===== config.mk =====
export PLATFORM = sky130hd
export DESIGN_NAME = wb_scoreboard
export DESIGN_NICKNAME = d
export VERILOG_FILES = /design/src/rtl/wb_scoreboard_pkg.sv /design/src/rtl/wb_sb_counters.sv /design/src/rtl/wb_scoreboard.sv
export SDC_FILE = /design/constraint.sdc
export NUM_CORES = 2
export LEC_CHECK = 0
export ABC_CLOCK_PERIOD_IN_PS = 10800
export CORE_MARGIN = 4
export CORE_UTILIZATION = 55
export DETAILED_ROUTE_END_ITERATION = 8
export PLACE_DENSITY = 0.78
export RECOVER_POWER = 25
export SYNTH_ARGS = -nofsm -noshare
export SYNTH_HDL_FRONTEND = slang
export SYNTH_SLANG_ARGS = --single-unit

===== constraint.sdc =====
create_clock -name clk -period 10.8 [get_ports clk]
set_input_delay 2.16 -clock clk [delete_from_list [all_inputs] [get_ports clk]]
set_output_delay 2.16 -clock clk [all_outputs]
set_load 0.02 [all_outputs]

===== src/rtl/wb_scoreboard_pkg.sv =====
// ============================================================================
// Module      : wb_scoreboard_pkg
// Description : Shared types and constants for the writeback scoreboard.
// Revision    : 1.0 - initial release
// ============================================================================
`default_nettype none

package wb_scoreboard_pkg;

    localparam int SB_DEPTH = 4;

    localparam logic c_CLASS_INT = 1'b0;
    localparam logic c_CLASS_FP  = 1'b1;

    // Packed as {rd, isFp}; the 6-bit value doubles as the pending-counter index.
    typedef struct packed {
        logic [4:0] rd;
        logic       isFp;
    } sb_entry_t;

endpackage

`default_nettype wire


===== src/rtl/wb_sb_counters.sv =====
// ============================================================================
// Module      : wb_sb_counters
// Description : 2x32 saturating pending-write counters with hazard lookup.
//               WB_SB_BYPASS_EN lets a source matching the retiring entry skip the stall.
// Revision    : 1.0 - initial release
// ============================================================================
`default_nettype none

module wb_sb_counters
    import wb_scoreboard_pkg::*;
#(
    parameter int DEPTH = SB_DEPTH,
    parameter int CNT_W = 3
) (
    input  logic                   clk,
    input  logic                   rst,
    input  logic                   incValid,
    input  sb_entry_t              incEntry,
    input  logic                   decValid,
    input  sb_entry_t              decEntry,
    input  logic [DEPTH-1:0]       killMask,
    input  sb_entry_t [DEPTH-1:0]  killEntry,
    input  logic [4:0]             rs1,
    input  logic [4:0]             rs2,
    input  logic [4:0]             rs3,
    input  logic                   rs1Fp,
    input  logic                   rs2Fp,
    input  logic                   rs3Fp,
    input  logic [2:0]             rsUse,
    output logic                   stall,
    output logic                   satError
);

    localparam int SW = CNT_W + 2;
    localparam logic [CNT_W-1:0] c_CNT_MAX = '1;

    logic [CNT_W-1:0] w_cnt [64];
    logic [63:0]      w_satErr;

    generate
        for (genvar i = 0; i < 64; i++) begin : g_cnt
            localparam sb_entry_t c_IDX = sb_entry_t'(6'(i));
            logic [CNT_W-1:0] r_val;
            logic [SW-1:0]    w_up;
            logic [SW-1:0]    w_dn;
            logic [SW-1:0]    w_res;
            logic             w_err;

            // Net update of one push, one pop and any number of kills in one step.
            always_comb begin
                w_up  = {2'b00, r_val} + SW'(incValid && (incEntry == c_IDX));
                w_dn  = SW'(decValid && (decEntry == c_IDX));
                for (int k = 0; k < DEPTH; k++) begin
                    w_dn = w_dn + SW'(killMask[k] && (killEntry[k] == c_IDX));
                end
                w_err = 1'b0;
                w_res = '0;
                if (w_dn > w_up) begin
                    w_err = 1'b1;
                end else begin
                    w_res = w_up - w_dn;
                    if (w_res > {2'b00, c_CNT_MAX}) begin
                        w_res = {2'b00, c_CNT_MAX};
                        w_err = 1'b1;
                    end
                end
            end

            always_ff @(posedge clk) begin
                if (!rst) begin
                    r_val <= '0;
                end else begin
                    r_val <= w_res[CNT_W-1:0];
                end
            end

            assign w_cnt[i]    = r_val;
            assign w_satErr[i] = w_err;
        end
    endgenerate

    function automatic logic srcPending(input logic [4:0] rs, input logic fp, input logic used);
        logic [5:0] idx;
        logic       pend;
        idx  = {rs, fp};
        pend = used && (w_cnt[idx] != '0) && (fp == c_CLASS_FP || rs != 5'd0);
`ifdef WB_SB_BYPASS_EN
        if (decValid && (decEntry == sb_entry_t'(idx)) && (w_cnt[idx] == CNT_W'(1))) begin
            pend = 1'b0;
        end
`endif
        return pend;
    endfunction

    assign stall = srcPending(rs1, rs1Fp, rsUse[0])
                 | srcPending(rs2, rs2Fp, rsUse[1])
                 | srcPending(rs3, rs3Fp, rsUse[2]);

    assign satError = |w_satErr;

endmodule

`default_nettype wire


===== src/rtl/wb_scoreboard.sv =====
// ============================================================================
// Module      : wb_scoreboard
// Description : In-order tracker of issued-but-unretired int/fp register writes
//               driving the ID-stage RAW stall. Optional macro: WB_SB_BYPASS_EN.
// Revision    : 1.0 - initial release
// ============================================================================
`default_nettype none

module wb_scoreboard
    import wb_scoreboard_pkg::*;
#(
    parameter int DEPTH = SB_DEPTH,
    parameter int CNT_W = 3
) (
    input  logic                       clk,
    input  logic                       rst,
    input  logic                       issue_valid,
    input  logic [4:0]                 issue_rd,
    input  logic                       issue_wbEnable,
    input  logic                       issue_fwbEnable,
    output logic                       issue_ready,
    input  logic                       WB_valid,
    input  logic [4:0]                 WB_rd,
    input  logic                       WB_wbEnable,
    input  logic                       WB_fwbEnable,
    input  logic                       kill_valid,
    input  logic [$clog2(DEPTH):0]     kill_cnt,
    input  logic [4:0]                 ID_rs1,
    input  logic [4:0]                 ID_rs2,
    input  logic [4:0]                 ID_rs3,
    input  logic                       ID_rs1Fp,
    input  logic                       ID_rs2Fp,
    input  logic                       ID_rs3Fp,
    input  logic [2:0]                 ID_rsUse,
    output logic                       ID_stall,
    output logic [$clog2(DEPTH):0]     inflight,
    output logic                       sb_error
);

    localparam int PW = $clog2(DEPTH);
    localparam int OW = PW + 1;

    sb_entry_t        r_queue [DEPTH];
    logic [PW-1:0]    r_head;
    logic [PW-1:0]    r_tail;
    logic [OW-1:0]    r_count;
    logic             r_sbError;

    sb_entry_t             w_pushEntry;
    sb_entry_t             w_wbEntry;
    logic                  w_pushReq;
    logic                  w_pushEnq;
    logic                  w_pushErr;
    logic                  w_popReq;
    logic                  w_pop;
    logic                  w_popErr;
    logic                  w_satErr;
    logic [OW-1:0]         w_avail;
    logic [OW-1:0]         w_killN;
    logic [PW-1:0]         w_tailKilled;
    logic [DEPTH-1:0]      w_killMask;
    sb_entry_t [DEPTH-1:0] w_killEntry;

    always_comb begin
        w_pushEntry.rd   = issue_rd;
        w_pushEntry.isFp = issue_fwbEnable ? c_CLASS_FP : c_CLASS_INT;
        w_wbEntry.rd     = WB_rd;
        w_wbEntry.isFp   = WB_fwbEnable ? c_CLASS_FP : c_CLASS_INT;

        w_popReq = WB_valid && (WB_wbEnable || WB_fwbEnable)
                 && !(w_wbEntry.isFp == c_CLASS_INT && WB_rd == 5'd0);
        w_pop    = w_popReq && (r_count != '0);
        w_popErr = w_popReq && ((r_count == '0) || (r_queue[r_head] != w_wbEntry));

        issue_ready = (r_count < OW'(DEPTH)) || w_pop;

        w_pushReq = issue_valid && (issue_wbEnable || issue_fwbEnable) && issue_ready;
        w_pushErr = w_pushReq && issue_wbEnable && issue_fwbEnable;
        w_pushEnq = w_pushReq && !(w_pushEntry.isFp == c_CLASS_INT && issue_rd == 5'd0);

        // Kill sees the queue after this cycle's pop, before this cycle's push.
        w_avail = r_count - OW'(w_pop);
        w_killN = '0;
        if (kill_valid) begin
            w_killN = (kill_cnt < w_avail) ? kill_cnt : w_avail;
        end
        w_tailKilled = r_tail - w_killN[PW-1:0];
    end

    generate
        for (genvar k = 0; k < DEPTH; k++) begin : g_kill
            assign w_killMask[k]  = (OW'(k) < w_killN);
            assign w_killEntry[k] = r_queue[r_tail - PW'(k + 1)];
        end
    endgenerate

    always_ff @(posedge clk) begin
        if (!rst) begin
            r_head    <= '0;
            r_tail    <= '0;
            r_count   <= '0;
            r_sbError <= 1'b0;
        end else begin
            if (w_pop) begin
                r_head <= r_head + PW'(1);
            end
            r_tail  <= w_tailKilled + PW'(w_pushEnq);
            r_count <= w_avail - w_killN + OW'(w_pushEnq);
            if (w_popErr || w_pushErr || w_satErr) begin
                r_sbError <= 1'b1;
            end
        end
    end

    always_ff @(posedge clk) begin
        if (w_pushEnq) begin
            r_queue[w_tailKilled] <= w_pushEntry;
        end
    end

    wb_sb_counters #(
        .DEPTH (DEPTH),
        .CNT_W (CNT_W)
    ) u_counters (
        .clk       (clk),
        .rst       (rst),
        .incValid  (w_pushEnq),
        .incEntry  (w_pushEntry),
        .decValid  (w_pop),
        .decEntry  (r_queue[r_head]),
        .killMask  (w_killMask),
        .killEntry (w_killEntry),
        .rs1       (ID_rs1),
        .rs2       (ID_rs2),
        .rs3       (ID_rs3),
        .rs1Fp     (ID_rs1Fp),
        .rs2Fp     (ID_rs2Fp),
        .rs3Fp     (ID_rs3Fp),
        .rsUse     (ID_rsUse),
        .stall     (ID_stall),
        .satError  (w_satErr)
    );

    assign inflight = r_count;
    assign sb_error = r_sbError;

endmodule

`default_nettype wire


# Word-level counts from Yosys, hierarchy flattened
# Memories as Yosys holds them, arrays and structs flattened. A register that Yosys moved wholly into a read port is not among the register bits.
# Index checks and enable logic that the tools add are counted.
[word_totals] register_bits=200 ramBits=24 in_bits=43 elab_cells=1689 memories=1
[classes] n_addsub=393 magnitude_cmp=137 eq_ne=379 n_mux=210 n_bitwise=8 reduce_logical=493
[memory_table] memory="r_queue" depth=4 word_bits=6 rd=5 rd_ports_with_merged_regs=2 write_ports=1 line="wb_scoreboard.sv:43" source="sb_entry_t r_queue [DEPTH];"
[op_table] op="6-bit == test, second input constant" count=192
[op_table] op="5-bit by 1-bit adder with 5-bit output" count=192
[op_table] op="6-bit by 5-bit == test with 1-bit output, second input constant" count=96
[op_table] op="1-bit logical AND" count=401
[op_table] op="5-bit by 3-bit > comparator with 1-bit output, second input constant" count=64
[op_table] op="5-bit > comparator" count=64
[op_table] op="4-bit by 5-bit subtractor with 5-bit output" count=64
[op_table] op="6-bit by 4-bit == test with 1-bit output, second input constant" count=48
[op_table] op="3-bit by 1-bit adder with 4-bit output" count=64
[op_table] op="3-bit 2-to-1 mux" count=72
[op_table] op="6-bit by 3-bit == test with 1-bit output, second input constant" count=24
[op_table] op="1-bit 2-to-1 mux" count=132
[op_table] op="1-bit by 1-bit adder with 2-bit output" count=64
[op_table] op="2-bit OR reduction" count=64
[op_table] op="6-bit by 2-bit == test with 1-bit output, second input constant" count=12
[op_table] op="64-bit OR reduction" count=1
[op_table] op="3-bit binary-select mux with 6-bit select" count=3
[op_table] op="6-bit by 1-bit == test with 1-bit output, second input constant" count=6
[op_table] op="6-bit logical NOT" count=6
[op_table] op="7-bit >= comparator, second input constant" count=3
[op_table] op="6-bit inverter with 7-bit output" count=3
[op_table] op="5-bit nonzero test" count=3
[op_table] op="3-bit nonzero test" count=4
[op_table] op="5-bit logical NOT" count=2
[op_table] op="other kinds (19)" count=36

# Depth between registers and ports, before layout
[depth] word_depth=22 mapped_depth=29

# By module
# A second synthesis with hierarchy kept.
[hier_totals] cells_unflattened=3393 area_unflattened_um2=27468.8
[modules_own_cells] mod="wb_sb_counters" n_inst=1 cells_per_inst=3237 area_per_inst_um2=25230.4
[modules_own_cells] mod="wb_scoreboard" n_inst=1 cells_per_inst=156 area_per_inst_um2=2238.4

# Least setup slack after synthesis
# OpenSTA, ideal clock, no wires.
[synth_timing] kind="input to register" from="input WB_rd[0]" to="register r_sbError, in the netlist sb_error" arrival_ps=8641 setup_slack_ps=2034 stages=28 n_path_buf=1 path_cell_list="or4_1 -> o21a_1 -> o21a_1 -> nand2_1 -> inv_1 -> ha_1 -> ha_1 -> xnor2_1 -> nor2_1 -> o2bb2ai_1 -> a21boi_1 -> a21oi_1 -> nand2_1 -> buf_2 -> nor2_1 -> ha_1 -> fa_1 -> ha_1 -> fa_1 -> inv_1 -> ha_1 -> and3b_1 -> o311a_1 -> a2111oi_1 -> nand4_1 -> nor4_1 -> nand4_1 -> o41a_1"
[synth_via] elab_chain_cells=21 word_cells_on_any_way=1048 classes_between="add/sub (385); order compare (133); eq/ne (1); mux (130); reduce/logical (399)"
[synth_lines] item="start: declaration" line="wb_scoreboard.sv:23" source="input logic [4:0] WB_rd,"
[synth_lines] item="5-bit logical NOT" line="wb_scoreboard.sv:71" source="&& !(w_wbEntry.isFp == c_CLASS_INT && WB_rd == 5'd0);"
[synth_lines] item="1-bit logical AND" line="wb_scoreboard.sv:71"
[synth_lines] item="1-bit logical NOT" line="wb_scoreboard.sv:71"
[synth_lines] item="1-bit logical AND" line="wb_scoreboard.sv:71"
[synth_lines] item="1-bit logical AND" line="wb_scoreboard.sv:72" source="w_pop = w_popReq && (r_count != '0);"
[synth_lines] item="3-bit by 1-bit subtractor with 3-bit output" line="wb_scoreboard.sv:82" source="w_avail = r_count - OW'(w_pop);"
[synth_lines] item="3-bit less-than comparator" line="wb_scoreboard.sv:85" source="w_killN = (kill_cnt < w_avail) ? kill_cnt : w_avail;"
[synth_lines] item="3-bit 2-to-1 mux" line="wb_scoreboard.sv:85"
[synth_lines] item="[3 not listed]"
[synth_lines] item="1-bit by 1-bit adder with 2-bit output" line="wb_sb_counters.sv:54" source="w_dn = w_dn + SW'(killMask[k] && (killEntry[k] == c_IDX));"
[synth_lines] item="5-bit by 1-bit adder with 5-bit output (3 in a row)" line="wb_sb_counters.sv:54"
[synth_lines] item="4-bit by 5-bit subtractor with 5-bit output" line="wb_sb_counters.sv:61" source="w_res = w_up - w_dn;"
[synth_lines] item="5-bit by 3-bit > comparator with 1-bit output" line="wb_sb_counters.sv:62" source="if (w_res > {2'b00, c_CNT_MAX}) begin"
[synth_lines] item="1-bit 2-to-1 mux" line="wb_sb_counters.sv:62"
[synth_lines] item="1-bit 2-to-1 mux" line="wb_sb_counters.sv:58" source="if (w_dn > w_up) begin"
[synth_lines] item="64-bit OR reduction" line="wb_sb_counters.sv:99" source="assign satError = |w_satErr;"
[synth_lines] item="1-bit logical OR (*)" line="wb_scoreboard.sv:109" source="if (w_popErr || w_pushErr || w_satErr) begin"
[synth_lines] item="end signal: assignment" line="wb_scoreboard.sv:102" source="r_sbError <= 1'b0;"
[synth_lines] item="end signal: assignment" line="wb_scoreboard.sv:110" source="r_sbError <= 1'b1;"
[synth_lines] item="end: declaration" line="wb_scoreboard.sv:47" source="logic r_sbError;"
# Mark *: on every way between the ends. The rest lies on a longest branch, timed or not.
# A chain may end at the register's enable or synchronous reset.

# Final worst setup path
# Ends and elaborated chain as after synthesis.

==> impl_results.md <==
- Fmax: 0.0971 GHz
- Layout cells sized above 1: 4.94%
- Post-CTS Setup Repair Bufs: 0
- IO Pins: 49
- Final setup vio count: 0
- DRC violations left: 0
- Nets: 5036
- Crit Path Class: in -> reg
- CTS tree: built
- Crit path time final: 10300 ps
- Final GP Congestion: 1.15
- Number of synthesized register bits: 226
- Gr ovfl total: 0
- Final hold violation count: 0
- Largest net degree at the start of global routing: 58
- WP data required: 11250 ps
- Slew Viols, Final: 0
- Fraction of registers with async set/reset: 0%
- VDD IR max: 0.000184 V
- Worst path slowest cell: dlygate4sd3_1
- Period utilisation layout: 95.3%
- Area Overhead vs Synth: 8.05%
- Synth unique cells: 65
- LEAKAGE: 16.3 nW
- Hold_buf cts: 0
- Commonest cells after routing, fill and taps aside: ha_1 (711), inv_1 (540), nor2_1 (497), nand2_1 (298), a21oi_1 (278)
- Crit path max-delay family: simple AND/OR/NAND/NOR gates
- RSZ-0062 raised after global routing: no
- Max clock buf depth: 3
- Clock buffer count from CTS: 34
- Antenna violations before repair: 8
- # port buffers: 48
- Status: completed
- Arr. time, crit path: 10750 ps
- Setup TNS: 0 ps
- Via density: 6.29
- Crit end category: flip-flop
- CP peak stage delay: 560 ps
- Post-synth EDFFs: 24
- Crit-path max FO: 9
- Die ar.: 64000 um2
- Core ar.: 59200 um2
- H-Tree Level Count: 2
- WL/cell: 25.0 um
- Primary FF master, synth: dfxtp_1
- Dpl hpwl: 97500 um
- Syn nets: 4968
- Detailed Route WL: 122000 um
- Iter 0 DRT Violations: 3574
- Synth Area per Inst: 8.21 um2
- Starting Density: 55.7%
- Clock transition at path regs: 60 ps
- Worst-Margin Slew: 1280 ps
- Max-cap violations: 0
- FF/Latch Area: 4760 um2
- Total GRT Usage: 37.2%
- Worst skew pair latency: 590 ps
- Max-slew headroom: 13.9%
- Critical Path Start Type: primary input
- Post-synthesis sequential area ratio: 14.4%
- Post-CTS sizing: 0
- Clock skew: 36.4 ps
- Hold Path Class: reg -> reg
- Area of the multi-input gates: 25800 um2
- Die Y: 253 um
- Die Span X: 253 um
- Power Density: 229 nW/um2
- Most common cell after layout, fill and taps aside: ha_1
- Total power draw: 0.00815 W
- Most common cell on crit path: ha_1
- # rows: 89
- DR pass1 iterations: 9
- Vias in the first global route: 29200
- Gate count of the mapped netlist: 4021
- Synthesized area: 33000 um2
- First-pass GRT wire length: 178000 um
- DR vias: 30800
- Root buf cell: clkbuf_16
- Ys Warns: 0
- CTS Sinks: 226
- Fill cells: 5322
- Number of buffers and inverters on the critical path: 4
- Routed Antenna Nets: 0
## worst reg2reg max path, cell delays in order, from the launching register on
cell,delay (ps)
dfxtp_1,360
inv_1,90
nand3_1,100
nand2_1,120
inv_1,110
ha_1,210
ha_1,210
xnor2_1,370
nor2_1,120
o2bb2ai_1,190
a21boi_1,530
a21oi_1,170
nand2_1,500
buf_4,340
nor2_1,80
ha_1,320
fa_1,490
ha_1,220
fa_1,500
inv_1,90
ha_1,300
and3b_1,170
o311a_1,370
a2111oi_1,340
nand4_1,370
nor4_1,430
nand4_1,120
o41a_1,430
## final timing paths
path,startpoint,endpoint,slack (ps),cells past startpoint
max,WB_rd[0],sb_error$_SDFFE_PN0P_,500,29
min reg2reg,r_head[1]$_SDFFE_PN0N_,r_head[1]$_SDFFE_PN0N_,530,2
min,r_head[1]$_SDFFE_PN0N_,r_head[1]$_SDFFE_PN0N_,530,2
max reg2reg,inflight[2]$_SDFF_PN0_,sb_error$_SDFFE_PN0P_,3020,27
## cells in the mapped netlist, types with 35 or more instances
cell type | number | area share (%)
nor2_1 | 497 | 5.7
clkbuf_1 | 43 | 0.49
inv_1 | 540 | 6.1
nor4_1 | 45 | 0.85
o21a_1 | 44 | 1.0
a21oi_1 | 278 | 4.2
fa_1 | 193 | 12
nand2_1 | 298 | 3.4
dfxtp_1 | 202 | 12
nor2b_1 | 71 | 1.3
nand3_1 | 163 | 2.5
nor3_1 | 86 | 1.3
o21ai_0 | 103 | 1.6
a21o_1 | 56 | 1.3
xnor2_1 | 138 | 3.7
o211ai_1 | 35 | 0.80
ha_1 | 711 | 27
a211oi_1 | 43 | 0.98
and2_1 | 46 | 0.87
## through the flow
stage | cell area (um2) | hold slack (ps) | instances | setup slack (ps) | utilization, %
final | 35700 | 533 | 4893 | 504 | 60.2
after global routing | 35600 | 591 | 4887 | 211 | 60.2
after CTS | 35600 | 540 | 4886 | 875 | 60.2
after detailed placement | 34600 | 522 | 4826 | 300 | 58.4
after global placement | 34600 | 510 | 4826 | 626 | 58.4
after floorplan | 33000 | 485 | 4021 | 2030 | -
## per-layer routing
layer,wire length [um],global-route usage [%]
met2,49700,54.8
met3,17000,12.7
met4,11300,26.6
met5,79,0.827
met1,44100,45.4
## area by class of cell
cell class | count | share of cell area (%)
diodes | 7 | 0.0491
well taps | 773 | 2.71
inverters | 544 | 5.73
clock inverters | 16 | 0.312
multi-input cells | 3167 | 72.4
repair buffers | 116 | 2.71
clock buffers | 44 | 2.69
flip-flops and latches | 226 | 13.4
## cell families (layout without fill, tap and decap cells)
logic type	after synthesis	in the layout	share of synthesized area (%)
compound gates	709	709	13.7
xor+xnor	143	143	3.79
fa+ha+maj	904	904	38.7
buf+inv	628	720	7.34
flops	226	226	14.4
mux	79	79	3.61
other cells	1	8	0.0114
simple gates	1331	1331	18.5
## registers in the layout, summed over array words and instances, names as in the netlist, named ones only
| name | count |
|---|---|
| r_queue | 24 |
| u_counters.g_cnt.r_val | 192 |
| r_tail | 2 |
| sb_error | 1 |
| r_head | 2 |
| inflight | 3 |
## power by group
part / leakage [nW] / switching, W / internal, W / total, W
clock: 0.518 / 0.000482 / 0.000631 / 0.00111
combinational: 13.9 / 0.00351 / 0.00198 / 0.00549
sequential: 1.88 / 0.000394 / 0.00115 / 0.00155
No activity file was read; power rests on OpenSTA's default activity.
